$ cat src/rtl/noc_leaf_rx_endpoint_if.sv
// Handshake bundle between a NoC leaf_tx port, the receive endpoint and the host core.
// The slave modport is the endpoint's view; the master modport is the view of the NoC and host side.
interface noc_leaf_rx_endpoint_if #(
   parameter int unsigned D_W = 38
);
   logic           noc_vc_target;
   logic [D_W-1:0] noc_data_i;
   logic           noc_vc_credit_gnt;
   logic [D_W-1:0] core_data_o;
   logic           core_valid_o;
   logic           core_ready_i;

   modport slave (
      input  noc_vc_target, noc_data_i, core_ready_i,
      output noc_vc_credit_gnt, core_data_o, core_valid_o
   );

   modport master (
      output noc_vc_target, noc_data_i, core_ready_i,
      input  noc_vc_credit_gnt, core_data_o, core_valid_o
   );
endinterface

$ cat src/rtl/noc_leaf_rx_endpoint.sv
// Core-side receive endpoint for one binary-tree NoC leaf: credit grant, DEPTH-entry flit FIFO,
// valid/ready delivery to the host, and saturating flit/back-pressure counters.
module noc_leaf_rx_endpoint #(
   parameter int unsigned D_W   = 38,
   parameter int unsigned DEPTH = 4,
   parameter int unsigned CNT_W = 16
) (
   input  logic                     clk,
   input  logic                     rst,
   noc_leaf_rx_endpoint_if.slave    bus,
   output logic [$clog2(DEPTH):0]   fifo_level_o,
   output logic [CNT_W-1:0]         flit_count_o,
   output logic [CNT_W-1:0]         stall_count_o
);
   localparam int unsigned AW = $clog2(DEPTH);
   localparam int unsigned LW = AW + 1;

   logic [D_W-1:0]   mem [DEPTH];
   logic [AW-1:0]    rd_ptr;
   logic [AW-1:0]    wr_ptr;
   logic [LW-1:0]    level;
   logic [CNT_W-1:0] flit_count;
   logic [CNT_W-1:0] stall_count;

   logic gnt;
   logic valid;
   logic push;
   logic pop;
   logic stall;

   // Grant comes from registered occupancy only, so the NoC never sees a path from its own valid.
   always_comb begin
      gnt   = !rst && (level < LW'(DEPTH));
      valid = (level != '0);
      push  = bus.noc_vc_target && gnt;
      pop   = valid && bus.core_ready_i;
      stall = valid && !bus.core_ready_i;
   end

   assign bus.noc_vc_credit_gnt = gnt;
   assign bus.core_valid_o      = valid;
   assign bus.core_data_o       = valid ? mem[rd_ptr] : '0;
   assign fifo_level_o          = level;
   assign flit_count_o          = flit_count;
   assign stall_count_o         = stall_count;

   always_ff @(posedge clk) begin
      if (rst) begin
         for (int unsigned i = 0; i < DEPTH; i++) begin
            mem[i] <= '0;
         end
         rd_ptr      <= '0;
         wr_ptr      <= '0;
         level       <= '0;
         flit_count  <= '0;
         stall_count <= '0;
      end else begin
         if (push) begin
            mem[wr_ptr] <= bus.noc_data_i;
            wr_ptr      <= wr_ptr + 1'b1;
         end
         if (pop) begin
            rd_ptr <= rd_ptr + 1'b1;
         end
         case ({push, pop})
            2'b10:   level <= level + 1'b1;
            2'b01:   level <= level - 1'b1;
            default: level <= level;
         endcase
         if (push && (flit_count != '1)) begin
            flit_count <= flit_count + 1'b1;
         end
         if (stall && (stall_count != '1)) begin
            stall_count <= stall_count + 1'b1;
         end
      end
   end
endmodule
$ cat src/flat_wrapper.sv
// flat-port wrapper written by rule: the top's interface ports become plain ports
module noc_leaf_rx_endpoint_flat 
#(
   parameter int unsigned D_W   = 38,
   parameter int unsigned DEPTH = 4,
   parameter int unsigned CNT_W = 16
)
  (clk, rst, fifo_level_o, flit_count_o, stall_count_o, bus_noc_vc_target, bus_noc_data_i, bus_core_ready_i, bus_noc_vc_credit_gnt, bus_core_data_o, bus_core_valid_o);
  noc_leaf_rx_endpoint_if #(.D_W(D_W)) bus_i ();
  input  logic clk;
  input  logic rst;
  output logic [$clog2(DEPTH):0] fifo_level_o;
  output logic [CNT_W-1:0] flit_count_o;
  output logic [CNT_W-1:0] stall_count_o;
  input wire logic [$bits(bus_i.noc_vc_target)-1:0] bus_noc_vc_target;
  input wire logic [$bits(bus_i.noc_data_i)-1:0] bus_noc_data_i;
  input wire logic [$bits(bus_i.core_ready_i)-1:0] bus_core_ready_i;
  output wire logic [$bits(bus_i.noc_vc_credit_gnt)-1:0] bus_noc_vc_credit_gnt;
  output wire logic [$bits(bus_i.core_data_o)-1:0] bus_core_data_o;
  output wire logic [$bits(bus_i.core_valid_o)-1:0] bus_core_valid_o;
  assign bus_i.noc_vc_target = bus_noc_vc_target;
  assign bus_i.noc_data_i = bus_noc_data_i;
  assign bus_i.core_ready_i = bus_core_ready_i;
  assign bus_noc_vc_credit_gnt = bus_i.noc_vc_credit_gnt;
  assign bus_core_data_o = bus_i.core_data_o;
  assign bus_core_valid_o = bus_i.core_valid_o;
  noc_leaf_rx_endpoint #(.D_W(D_W), .DEPTH(DEPTH), .CNT_W(CNT_W)) u_core (.clk(clk), .rst(rst), .bus(bus_i), .fifo_level_o(fifo_level_o), .flit_count_o(flit_count_o), .stall_count_o(stall_count_o));
endmodule
$ cat config.mk
export PLATFORM = sky130hd
export DESIGN_NAME = noc_leaf_rx_endpoint_flat
export DESIGN_NICKNAME = d
export VERILOG_FILES = /design/src/rtl/noc_leaf_rx_endpoint_if.sv /design/src/rtl/noc_leaf_rx_endpoint.sv /design/src/flat_wrapper.sv
export SDC_FILE = /design/constraint.sdc
export NUM_CORES = 1
export LEC_CHECK = 0
export BUFFER_PORTS_ARGS = -buffer_cell sky130_fd_sc_hd__buf_4
export CORE_MARGIN = 2
export CORE_UTILIZATION = 52
export DETAILED_ROUTE_END_ITERATION = 7
export PLACE_DENSITY = 0.76
export SETUP_SLACK_MARGIN = 0.05
export SYNTH_ARGS = -nofsm -noshare
export SYNTH_HDL_FRONTEND = slang
export SYNTH_SLANG_ARGS = --single-unit
$ cat constraint.sdc
create_clock -name clk -period 4.39 [get_ports clk]
set_input_delay 0.439 -clock clk [delete_from_list [all_inputs] [get_ports clk]]
set_output_delay 0.439 -clock clk [all_outputs]
set_load 0.05 [all_outputs]
==> results of run 1 <==
==> area by class of cell <==
class	instances	share of cell area [%]
tap	220	2.638
sequential	193	51.64
clock buffer	19	4.149
multi-input combinational	409	30.83
timing repair buffer	124	8.922
inverter	8	0.2878
clock inverter	13	1.535
==> registers in the layout (all words and copies together) (netlist names), named ones only <==
register and count:
u_core.mem 152, u_core.stall_count_o 16, u_core.wr_ptr 2, u_core.fifo_level_o 3, u_core.flit_count_o 16, u_core.rd_ptr 2
==> cell usage after synthesis (3+ instances only) <==
| master | count |
|---|---|
| nand4_1 | 11 |
| a21oi_1 | 27 |
| clkbuf_1 | 33 |
| nor2_1 | 14 |
| or2_2 | 3 |
| or3_1 | 12 |
| edfxtp_1 | 152 |
| and3_1 | 4 |
| ha_1 | 3 |
| nand2_1 | 12 |
| inv_1 | 7 |
| mux4_2 | 38 |
| o21ai_0 | 14 |
| nand3_1 | 11 |
| or4_1 | 12 |
| nor4_1 | 7 |
| buf_2 | 6 |
| xnor2_1 | 3 |
| nor3_1 | 4 |
| and2_1 | 192 |
| dfxtp_1 | 41 |
| and4_1 | 4 |
| o31ai_1 | 13 |
| xor2_1 | 4 |
==> routing by layer <==
layer / vias to the layer above / wire [microns] / share of wire, % / track usage (%)
met5: - / 0 / 0 / 0
met1: 2751 / 7612 / 42 / 26.38
met3: 17 / 1124 / 6.1 / 5.023
met2: 182 / 9319 / 51 / 36.41
li1: 2609 / - / - / -
met4: 0 / 243 / 1.3 / 7.388
==> cells by family after synthesis <==
group | after synthesis | share of synthesized area, %
AO/OA/AOI/OAI | 64 | 4.389
AND/OR/NAND/NOR | 296 | 20.79
buffers and inverters | 48 | 2.145
adder cells (fa/ha/maj) | 4 | 0.6578
multiplexers | 38 | 9.780
XOR/XNOR | 7 | 0.7006
flip-flops | 193 | 61.54
==> stage by stage <==
stage / std cells / setup WS, ns / cell area, sq um
after floorplan: 650 / 0.9916 / 8751
after global placement: 954 / 1.316 / 9841
after detailed placement: 954 / 1.228 / 9841
after CTS: 986 / 1.170 / 10430
after global routing: 986 / 1.041 / 10430
final: 986 / 1.257 / 10430
==> worst paths after layout <==
kind | start | to | slack, ns | cells past startpoint
worst min-delay path | bus_noc_data_i[7] | u_core.mem[2][7]$_SDFFCE_PN0P_ | 0.31 | 2
worst max register to register | u_core.fifo_level_o[2]$_SDFFE_PP0P_ | u_core.mem[1][11]$_SDFFCE_PN0P_ | 1.63 | 5
worst min register to register | u_core.stall_count_o[11]$_SDFFE_PP0P_ | u_core.stall_count_o[11]$_SDFFE_PP0P_ | 0.52 | 2
worst max-delay path | flip-flop | bus_core_data_o[7] | 1.26 | 4
==> power breakdown <==
group | switching (uW) | internal, uW
Sequential | 128 | 2130
Clock | 662 | 896
Combinational | 976 | 597
Total | 1770 | 3620
==> key figures, run 1 <==
GRT
  • Via count of the first global-routing pass: 5742
  • Initial antenna violation count: 0
  • GRT Total Usage: 21.19%
  • First-pass GRT wire length: 29230 microns
  • Gr ovfl total: 0
  • Largest net degree at the start of global routing: 47

Setup path
  • Critical path class: reg2out
  • Worst path most repeated cell: buf_4
  • Crit path max-delay family: flip-flops
  • Worst-path maximum fanout: 22
  • Crit path max-delay cell type: dfxtp_2
  • Crit path launch type: flip-flop
  • Arrival @ worst endpoint: 2.69 ns
  • CP Cell Sequence: buf_4 -> mux4_2 -> and2_1 -> buf_4
  • Slowest stage delay, CP: 0.86 ns
  • Worst Path Required: 3.95 ns
  • WP buf/inv: 2
  • Setup crit end kind: output port

Clocking
  • Clock latency on the worst-skew pair: 0.43 ns
  • H-tree levels: 4
  • CTS hold repair buffers: 0
  • Clk sinks: 193
  • CTS Root Cell: clkbuf_16
  • Clock transition at path regs: 0.07 ns
  • Clk buf depth: 2
  • PostCTS Resize Cnt: 0
  • Number of setup buffers added after CTS: 0
  • CTS tree: done
  • Total CTS buffers: 17

Final layout
  • Share of cells above drive strength 1: 26.89%
  • Fill cells: 1234
  • Multi-input gate area in the final layout: 3217 sq um
  • Register area: 5388 sq um
  • NumNets Final: 799
  • Antenna cells: 0
  • Post-layout util: 63.14%
  • Most common cell after layout, fill and taps aside: and2_1
  • Area Overhead vs Synth: 19.23%
  • Most frequent cells in the layout: and2_1, edfxtp_1, buf_4, dfxtp_1, mux4_2

Floorplan
  • Num rows: 47
  • Io pins: 117
  • CORE AREA: 16520 sq um
  • Die Width: 133.7 microns
  • Die Area: 17880 sq um
  • DIE HEIGHT: 133.7 microns
  • Starting Density: 52.96%

Yosys
  • Post-synth EDFFs: 152
  • Syn Nets: 696
  • Area share of the largest cell type after synthesis: 52.16%
  • Synth Register Bits: 193
  • Seq/Total Area, Yosys: 61.54%
  • Synth area leader: edfxtp_1
  • Post-synthesis cell area: 8751 sq um
  • Syn Area/Cell: 13.46 sq um
  • Ys async rst share: 0%
  • Top post-synthesis cells by area: edfxtp_1, and2_1, mux4_2, dfxtp_1, a21oi_1
  • Post-Syn Instances: 650
  • Commonest register cell after synthesis: edfxtp_1
  • Yosys cell types: 42
  • Yosys warnings: 0

Place
  • # port buffers: 116
  • GP Congestion: 0.8215
  • Hpwl dp: 11520 microns

Pwr
  • Worst vdd ir: 0.4558 mV
  • P per Cell Area: 516.2 nW/um^2
  • P_leak: 0.003853 uW
  • Pwr Total: 5386 uW

Timing
  • Min Hold Slack: 0.3117 ns
  • Final setup violation count: 0
  • Crit path time final: 3.133 ns
  • Worst-Margin Slew: 1.051 ns
  • Worst rel slew slack: 29.67%
  • Final setup TNS: 0 ns
  • Final Cycle Share: 71.37%
  • Clock skew: 0.01344 ns
  • Max Clk Rate: 0.3192 GHz
  • Final Hold Viols: 0
  • RSZ-0062 raised after global routing: false
  • Final slew viol count: 0

Routing
  • Drt initial violations: 378
  • Via-to-Cell Ratio: 5.638
  • DRC viols: 0
  • WL/cell: 18.56 microns
  • Drt total wl: 18300 microns
  • First-pass iteration count of the detailed router: 5
  • Routed Antenna Nets: 0
  • Vias: 5559

Hold path
  • HP Class: in2reg

Flow run
  • Max-cap violations: 0

Status
  • Status: completed
Note: power is estimated with default switching activity, not from simulation.
==> run 2: changes to the inputs <==
clock period = 2.6 ns   (was 4.39 ns; I/O delays follow)
==> key figures, run 2 (synthesized netlist as in run 1, its figures left out) <==
Status
  • Status: completed

Clocking
  • Clock latency on the worst-skew pair: 0.44 ns (about the same)
  • CTS hold repair buffers: 0 (unchanged)
  • PostCTS Resize Cnt: 0 (unchanged)
  • Number of setup buffers added after CTS: 0 (unchanged)
  • Clock transition at path regs: 0.07 ns (about the same)
  • CTS tree: done
  • H-tree levels: 4 (unchanged)
  • Total CTS buffers: 17 (unchanged)
  • Clk sinks: 193 (unchanged)
  • Clk buf depth: 2 (unchanged)
  • CTS Root Cell: clkbuf_16

Setup path
  • Worst Path Required: 2.34 ns (-1.61 ns)
  • Setup crit end kind: output port
  • R2r endpoint: u_core.stall_count_o[15]$_SDFFE_PP0P_
  • Arrival @ worst endpoint: 2.16 ns (-0.53 ns)
  • Crit path max-delay family: multiplexers
  • Critical path class: reg2out
  • Slowest stage delay, CP: 0.54 ns (-0.32 ns)
  • WP buf/inv: 2 (unchanged)
  • Crit path to: bus_core_data_o[7]
  • R2r startpoint: u_core.fifo_level_o[2]$_SDFFE_PP0P_
  • Depth of the most critical reg-to-reg path: 5 (unchanged)
  • Crit path max-delay cell type: mux4_2
  • CP Cell Sequence: buf_6 -> mux4_2 -> and2_1 -> buf_4
  • Reg2Reg Setup Slack: 0.28 ns (-1.35 ns)
  • Worst-path maximum fanout: 12 (-45%)
  • Critical path depth in cells: 4 (unchanged)
  • Crit path launch type: flip-flop

GRT
  • GRT Total Usage: 22.17% (+0.97 points)
  • Gr ovfl total: 0 (unchanged)
  • Via count of the first global-routing pass: 5970 (+4.0%)
  • First-pass GRT wire length: 30450 microns (+4.2%)
  • Initial antenna violation count: 0 (unchanged)
  • Largest net degree at the start of global routing: 47 (unchanged)

Pwr
  • P_leak: 0.003931 uW (+2.0%)
  • Psw: 3002 uW (+70%)
  • P per Cell Area: 866.6 nW/um^2 (+68%)
  • Pwr Total: 9170 uW (+70%)
  • Sequential power share: 40.7% (-1.2 points)
  • Sw Share: 32.74% (about the same)
  • Clk pwr share: 28.2% (-0.7 points)
  • Worst vdd ir: 0.6043 mV (+33%)
  • Pint: 6168 uW (+70%)
  • Comb power frac: 31.1% (+1.9 points)

Timing
  • Min setup slack post-route: 0.1750 ns (-1.082 ns)
  • Final slew viol count: 0 (unchanged)
  • Clock skew: 0.006514 ns (-0.006926 ns)
  • Worst rel slew slack: 51.02% (+21 points)
  • Final Cycle Share: 93.27%
  • RSZ-0062 raised after global routing: false
  • Final setup violation count: 0 (unchanged)
  • Worst-Margin Slew: 0.7286 ns (-0.3227 ns)
  • Max Clk Rate: 0.4124 GHz
  • Final Hold Viols: 0 (unchanged)
  • Crit path time final: 2.425 ns
  • Final setup TNS: 0 ns (unchanged)

Routing
  • Vias: 5687 (+2.3%)
  • DRC viols: 0 (unchanged)
  • First-pass iteration count of the detailed router: 5 (unchanged)
  • WL/cell: 19.10 microns (+2.9%)
  • Drt total wl: 19010 microns (+3.9%)
  • Routed Antenna Nets: 0 (unchanged)
  • Via-to-Cell Ratio: 5.716 (+1.4%)
  • Drt initial violations: 396 (+4.8%)

Place
  • GP Congestion: 0.8243 (+0.34%)
  • Hpwl dp: 11570 microns (+0.44%)
  • Place WS: 0.3132 ns (-0.9148 ns)
  • # port buffers: 116 (unchanged)

Final layout
  • Most frequent cells in the layout: and2_1, edfxtp_1, buf_4, dfxtp_1, mux4_2
  • Max reg flops: 152 (unchanged)
  • NumNets Final: 808 (+1.1%)
  • Area Overhead vs Synth: 20.92%
  • Most common cell after layout, fill and taps aside: and2_1
  • Antenna cells: 0 (unchanged)
  • Reg with most FFs: u_core.mem
  • Share of cells above drive strength 1: 27.35% (+0.46 points)
  • Fill cells: 1226 (-0.65%)

Floorplan
  • Io pins: 117 (unchanged)
  • Die Width: 133.7 microns (unchanged)
  • CORE AREA: 16520 sq um (unchanged)
  • Num rows: 47 (unchanged)
  • Die Area: 17880 sq um (unchanged)
  • DIE HEIGHT: 133.7 microns (unchanged)
  • Starting Density: 52.96% (unchanged)

Hold path
  • Hold depth: 2 (unchanged)
  • HP Class: in2reg

Flow run
  • Max-cap violations: 0 (unchanged)
run 2: cell type report:
type                       instances  area, sq um  area share (%)
multi-input combinational        409         3222           30.45
sequential                       193         5388           50.92
tap                              220        275.3           2.601
inverter                           8        30.03          0.2838
clock buffer                      19        432.9           4.091
timing repair buffer             133         1090           10.30
clock inverter                    13        143.9           1.360
run 2: worst min path at each step:
stage / from / endpoint / slack (ns)
after detailed placement: u_core.flit_count_o[15]$_SDFFE_PP0P_ / u_core.flit_count_o[15]$_SDFFE_PP0P_ / 0.51
after CTS: bus_noc_data_i[12] / u_core.mem[1][12]$_SDFFCE_PN0P_ / 0.11
after floorplan: bus_noc_data_i[0] / u_core.mem[0][0]$_SDFFCE_PN0P_ / 0.46
final: bus_noc_data_i[22] / u_core.mem[2][22]$_SDFFCE_PN0P_ / 0.12
after global routing: bus_noc_data_i[21] / u_core.mem[2][21]$_SDFFCE_PN0P_ / 0.12
after global placement: u_core.flit_count_o[15]$_SDFFE_PP0P_ / u_core.flit_count_o[15]$_SDFFE_PP0P_ / 0.48
run 2: metal layers:
layer	share of wire (%)	GRT usage (%)	up-vias
met5	0	0	-
met4	1.1	7.033	0
met3	7.0	5.632	20
met2	52	38.09	196
met1	40	27.66	2839
li1	-	-	2632
run 2: through the flow:
stage,cell area [sq um],cells,hold WS [ns],util [%]
2_1_floorplan,8765,650,0.4582,-
3_3_place_gp,10000,963,0.4823,60.52
3_5_place_dp,10000,963,0.5120,60.52
4_1_cts,10580,995,0.1092,64.01
5_1_grt,10580,995,0.1182,64.03
6_report,10580,995,0.1191,64.03
run 2: worst reg2reg max path: cells and delay by family (launching register included):
| family | cells | cell delay [ns] |
|---|---|---|
| buf+inv | 1 | 0.29 |
| simple gates | 4 | 1.47 |
| flops | 1 | 0.45 |
run 2: power by group through the flow:
stage	registers, uW	logic [uW]	clock network, uW
floorplan	3810	1970	0
global placement	3770	2840	0
detailed placement	3800	2880	0
CTS	3730	2890	2610
global route	3760	3030	2740
finish	3730	2850	2590
